$ cat src/rtl/uart_tx_sched.sv
// uart_tx_sched
//
// Buffered UART transmitter with a fixed 8N2 frame:
//   start bit (0), 8 data bits LSB first, 2 stop bits (1), no parity.
// Bytes are queued in a small FIFO and sent one after another. While a
// frame is on the line, baud_en keeps an external baud tick generator
// running, and every baud_tick moves the line to the next bit period.
//
// Parameters
//   FifoDepth  : transmit FIFO depth, a power of two from 2 to 16
//
// Ports
//   clk        : single clock, all state changes on its rising edge
//   rst        : synchronous active-high reset; aborts any frame and
//                empties the FIFO
//   tx_valid   : write request
//   tx_data    : byte to queue for transmission
//   tx_ready   : FIFO can accept a write (decoded from the registered count)
//   baud_tick  : one-cycle bit-period tick, honoured only while baud_en=1
//   baud_en    : enable for the baud tick generator (registered)
//   txd        : serial line, idle high (registered)
//   tx_busy    : a frame is in progress (registered)
//   fifo_count : number of queued bytes, not counting the byte being sent

module uart_tx_sched #(
    parameter int FifoDepth = 4
) (
    input  logic                         clk,
    input  logic                         rst,
    input  logic                         tx_valid,
    input  logic [7:0]                   tx_data,
    output logic                         tx_ready,
    input  logic                         baud_tick,
    output logic                         baud_en,
    output logic                         txd,
    output logic                         tx_busy,
    output logic [$clog2(FifoDepth):0]   fifo_count
);

    localparam int PtrW = $clog2(FifoDepth);
    localparam int CntW = PtrW + 1;

    typedef enum logic [2:0] {
        IDLE,
        START,
        DATA,
        STOP1,
        STOP2
    } state_t;

    state_t          state;
    state_t          state_next;
    logic [2:0]      bit_idx;
    logic [2:0]      bit_idx_next;
    logic [7:0]      shift;
    logic [7:0]      shift_next;
    logic            txd_next;
    logic            baud_en_next;
    logic            tx_busy_next;

    logic [7:0]      mem [FifoDepth];
    logic [PtrW-1:0] wr_ptr;
    logic [PtrW-1:0] rd_ptr;

    logic            push;
    logic            pop;
    logic            tick;
    logic            fifo_empty;

    // Readiness comes only from the registered count, so a write offered
    // while full is refused even if a pop happens on the same edge.
    assign tx_ready   = (fifo_count != CntW'(FifoDepth));
    assign push       = tx_valid && tx_ready;
    assign fifo_empty = (fifo_count == '0);

    // Ticks that arrive while the generator is disabled are stray and ignored.
    assign tick       = baud_tick && baud_en;

    // FIFO bookkeeping. FifoDepth is a power of two, so the pointers wrap
    // naturally at their full width. A pop needs a non-empty FIFO, so a
    // same-edge push always lands behind the entry being popped.
    always_ff @(posedge clk) begin
        if (rst) begin
            wr_ptr     <= '0;
            rd_ptr     <= '0;
            fifo_count <= '0;
        end else begin
            if (push) begin
                wr_ptr <= wr_ptr + PtrW'(1);
            end
            if (pop) begin
                rd_ptr <= rd_ptr + PtrW'(1);
            end
            case ({push, pop})
                2'b10:   fifo_count <= fifo_count + CntW'(1);
                2'b01:   fifo_count <= fifo_count - CntW'(1);
                default: fifo_count <= fifo_count;
            endcase
        end
    end

    // Storage has no reset; stale contents are never read because the
    // count gates every pop.
    always_ff @(posedge clk) begin
        if (!rst && push) begin
            mem[wr_ptr] <= tx_data;
        end
    end

    // Frame sequencer state and registered line outputs.
    always_ff @(posedge clk) begin
        if (rst) begin
            state   <= IDLE;
            bit_idx <= '0;
            shift   <= '0;
            txd     <= 1'b1;
            baud_en <= 1'b0;
            tx_busy <= 1'b0;
        end else begin
            state   <= state_next;
            bit_idx <= bit_idx_next;
            shift   <= shift_next;
            txd     <= txd_next;
            baud_en <= baud_en_next;
            tx_busy <= tx_busy_next;
        end
    end

    // Next-state logic. The line value for each bit period is computed
    // here and registered, so txd never glitches. Leaving STOP2 with more
    // data queued goes straight back to START with baud_en held high, which
    // keeps the tick phase continuous between frames.
    always_comb begin
        state_next   = state;
        bit_idx_next = bit_idx;
        shift_next   = shift;
        txd_next     = txd;
        baud_en_next = baud_en;
        tx_busy_next = tx_busy;
        pop          = 1'b0;

        case (state)
            IDLE: begin
                txd_next     = 1'b1;
                baud_en_next = 1'b0;
                tx_busy_next = 1'b0;
                if (!fifo_empty) begin
                    pop          = 1'b1;
                    shift_next   = mem[rd_ptr];
                    state_next   = START;
                    txd_next     = 1'b0;
                    baud_en_next = 1'b1;
                    tx_busy_next = 1'b1;
                end
            end

            START: begin
                if (tick) begin
                    state_next   = DATA;
                    bit_idx_next = '0;
                    txd_next     = shift[0];
                end
            end

            DATA: begin
                if (tick) begin
                    if (bit_idx == 3'd7) begin
                        state_next = STOP1;
                        txd_next   = 1'b1;
                    end else begin
                        bit_idx_next = bit_idx + 3'd1;
                        txd_next     = shift[bit_idx + 3'd1];
                    end
                end
            end

            STOP1: begin
                if (tick) begin
                    state_next = STOP2;
                    txd_next   = 1'b1;
                end
            end

            STOP2: begin
                if (tick) begin
                    if (!fifo_empty) begin
                        pop        = 1'b1;
                        shift_next = mem[rd_ptr];
                        state_next = START;
                        txd_next   = 1'b0;
                    end else begin
                        state_next   = IDLE;
                        txd_next     = 1'b1;
                        baud_en_next = 1'b0;
                        tx_busy_next = 1'b0;
                    end
                end
            end

            default: begin
                state_next   = IDLE;
                txd_next     = 1'b1;
                baud_en_next = 1'b0;
                tx_busy_next = 1'b0;
            end
        endcase
    end

endmodule

$ cat config.mk
export PLATFORM = sky130hd
export DESIGN_NAME = uart_tx_sched
export DESIGN_NICKNAME = d
export VERILOG_FILES = /design/src/rtl/uart_tx_sched.sv
export SDC_FILE = /design/constraint.sdc
export NUM_CORES = 1
export LEC_CHECK = 0
export ABC_AREA = 0
export CAP_MARGIN = 20
export CORE_ASPECT_RATIO = 2
export CORE_MARGIN = 2
export CORE_UTILIZATION = 30
export DETAILED_ROUTE_END_ITERATION = 8
export HOLD_SLACK_MARGIN = 0.02
export PLACE_DENSITY_LB_ADDON = 0.15
export SYNTH_ARGS = -nofsm -noshare
export SYNTH_HDL_FRONTEND = slang
export SYNTH_SLANG_ARGS = --single-unit
$ cat constraint.sdc
create_clock -name clk -period 3.3 [get_ports clk]
set_clock_uncertainty 0.1 [all_clocks]
set_input_delay 0.495 -clock clk [delete_from_list [all_inputs] [get_ports clk]]
set_output_delay 0.495 -clock clk [all_outputs]
set_load 0.02 [all_outputs]
==> flow_summary.toml <==
[status]
status = "finished, final reports clean"

[synth]
post_synth_and_or_nand_nor_area_fraction_pct = 10.2
synth.avg_cell_area_um2 = 13.8
async_flop_share_pct = 0
yosysSeqAreaShare_pct = 60.0
syn_nets = 196
synthMuxAreaShare_pct = 13.3
ys.flop_type = "edfxtp_1"
yosys_register_bits = 57
yosysWarningCount = 0
synth_xor_area_share_pct = 1.80
synth_top_family_by_area = "multiplexers"
synthAdderAreaFrac_pct = 4.42
synth-edff-count = 32
syn_area_um2 = 2430
synth_compound_gate_area_share_pct = 7.14
ys_types = 38
syn_inst = 176

[cts]
cts_tree = "built"
numCtsBuffers = 9
cts_hold_buf = 0
clock-root-buffer = "clkbuf_16"
clk_pin_slew_worst_paths_ps = 50
clock_path_buffers = 2
cts_setup_buffers = 0
cts.sinks = 57
cts_resized = 0
h-tree-depth = 3
clock_latency_ps = 320

[critical_path]
slowest_delay_ps = 540
critPathLaunch = "baud_tick"
startpoint_type = "primary input"
r2r.worst_path.cells = 8
path_cells = "clkdlybuf4s50_1, nand2_1, a2111oi_4, ha_1, inv_1, fa_1, xor2_1, or3_1, a21oi_1"
critPathCaptureType = "flop"
reg2reg_from = "tx_busy"
critPathSlowestCell = "clkdlybuf4s50_1"
timing.rr.end = "fifo_count[2]"
crit_fanout = 6
r2r_slack_ps = 790
cp-endpoint = "fifo_count[2]"
cp.required_ps = 3450
worstSetupPathType = "primary input to flop"
arrival_ps = 2930

[finish]
diodes = 0
syn2layout_area_growth_pct = 23.5
fillers = 727
multi_input_area_um2 = 897
layout_common_cells = "edfxtp_1, dfxtp_1, clkdlybuf4s50_1"
area.sequential_um2 = 1460
final_common_cell = "edfxtp_1"
fin_cells = 298
fin_nets = 217
fin_util_pct = 38.1
drive_gt1_share_pct = 14.9

[grt]
antenna_found_initial = 0
overflow = 0
grt.total_usage_pct = 11.7
grt_pass1_wl_um = 7380
grt_pass1_vias = 1526
grt_max_degree = 26

[floorplan]
core-area_um2 = 7890
ioPinCount = 19
dieArea_um2 = 8900
die_h_um = 131
rows = 46
die_w_um = 67.7
initial_core_util_pct = 30.9

[sta]
slew-limit-headroom_pct = 54.7
setup_viol = 0
whs_ps = 383
hold_violations = 0
rsz0062_at_grt = "false"
fmax_mhz = 360
finalSetupTns_ps = 0
fin_crit_sh_pct = 84.2
finalCriticalPeriod_ps = 2780
finalWorstSetupSlack_ps = 522
report.final.slew_viol_count = 0
tightest_slew_ps = 674

[route]
avgViaCountPerCell = 4.85
dr_wl_met3_um = 146
route.detailed.drc = 0
highest-signal-layer = "met4"
wl_met2_um = 2450
wl_met1_um = 1690
first_pass_iters = 6
drt_wl_total_um = 4460
ant_nets = 0
num_vias = 1446
routedWlPerCell_um = 15.0
drt_iter0_drc = 82

[power]
vdd_drop_max_mv = 0.376
leakagePower_nw = 1.05
pwr_density_cell_nw_per_um2 = 866

[hold_path]
holdPathStages = 2
hold_class = "flop to flop"

[place]
placedCellCount = 282
gp_congestion = 0.751
hpwl_um = 3140
port_buffers = 18
place_ws_ps = 190

[run]
drv_cap = 0
-- worst min-delay path by stage --
stage / start / endpoint / slack, ps
6_report: bit_idx[1] / bit_idx[1] / 380
5_1_grt: bit_idx[2] / bit_idx[2] / 410
4_1_cts: bit_idx[1] / bit_idx[1] / 380
3_5_place_dp: shift[2] / shift[2] / 380
3_3_place_gp: bit_idx[2] / bit_idx[2] / 360
2_1_floorplan: bit_idx[2] / bit_idx[2] / 350
-- critical path: cells and delay by family --
| family | cells | cell delay (ps) |
|---|---|---|
| buf+inv | 2 | 600 |
| simple gates | 2 | 490 |
| fa+ha+maj | 2 | 610 |
| compound gates | 2 | 580 |
| xor+xnor | 1 | 160 |
-- metrics by stage --
| stage | power, mW | area, um^2 |
|---|---|---|
| finish | 2.60 | 3010 |
| global route | 2.76 | 3010 |
| CTS | 2.65 | 3010 |
| global placement | 1.65 | 2700 |
| detailed placement | 1.68 | 2700 |
| floorplan | 1.49 | 2430 |
-- power breakdown --
group / internal [mW] / switching (mW) / total [mW]
clock network: 0.650 / 0.299 / 0.949
logic: 0.347 / 0.322 / 0.669
registers: 0.868 / 0.119 / 0.987
total: 1.87 / 0.739 / 2.60
-- kinds of logic after synthesis --
kind of cell	count (synthesis)
and+or+nand+nor	49
adders and majority gates	8
xor gates and xnor gates	5
muxes	19
AOI/OAI and AO/OA	22
DFF	57
buffers and inverters	16
-- cell type report --
cell class / count / share of cell area, %
flip-flops and latches: 57 / 48.6
multi-input cells: 103 / 29.8
clock buffers: 9 / 7.49
repair buffers: 20 / 6.49
well taps: 96 / 4.00
clock inverters: 7 / 2.83
inverters: 6 / 0.749
-- synthesized netlist by cell type (2+ instances only) --
cell	count	area, um^2
a21oi_1	10	50.1
and2_1	5	31.3
buf_1	2	7.51
buf_4	4	30.0
clkbuf_1	3	11.3
dfxtp_1	25	500
edfxtp_1	32	961
ha_1	7	87.6
inv_1	6	22.5
mux2i_1	8	80.1
mux4_1	2	52.6
mux4_2	8	180
nand2_1	5	18.8
nand2b_1	4	25.0
nand3_1	8	40.0
nand3b_1	2	15.0
nor2_1	17	63.8
nor3_1	2	10.0
o21ai_0	2	10.0
or3_1	2	12.5
or3b_2	2	17.5
xnor2_1	2	17.5
xor2_1	3	26.3
-- metal layers --
layer / track usage (%) / vias to the layer above
met2: 19.2 / 33
met4: 9.18 / 0
li1: - / 695
met5: 0 / -
met1: 11.9 / 704
met3: 3.08 / 14
-- registers in the layout, indices dropped and copies added (netlist names), named ones only --
signal / count
mem: 32
state: 3
wr_ptr: 2
fifo_count: 3
txd: 1
tx_busy: 1
bit_idx: 3
rd_ptr: 2
shift: 8
Note: power is estimated with default switching activity, not from simulation.
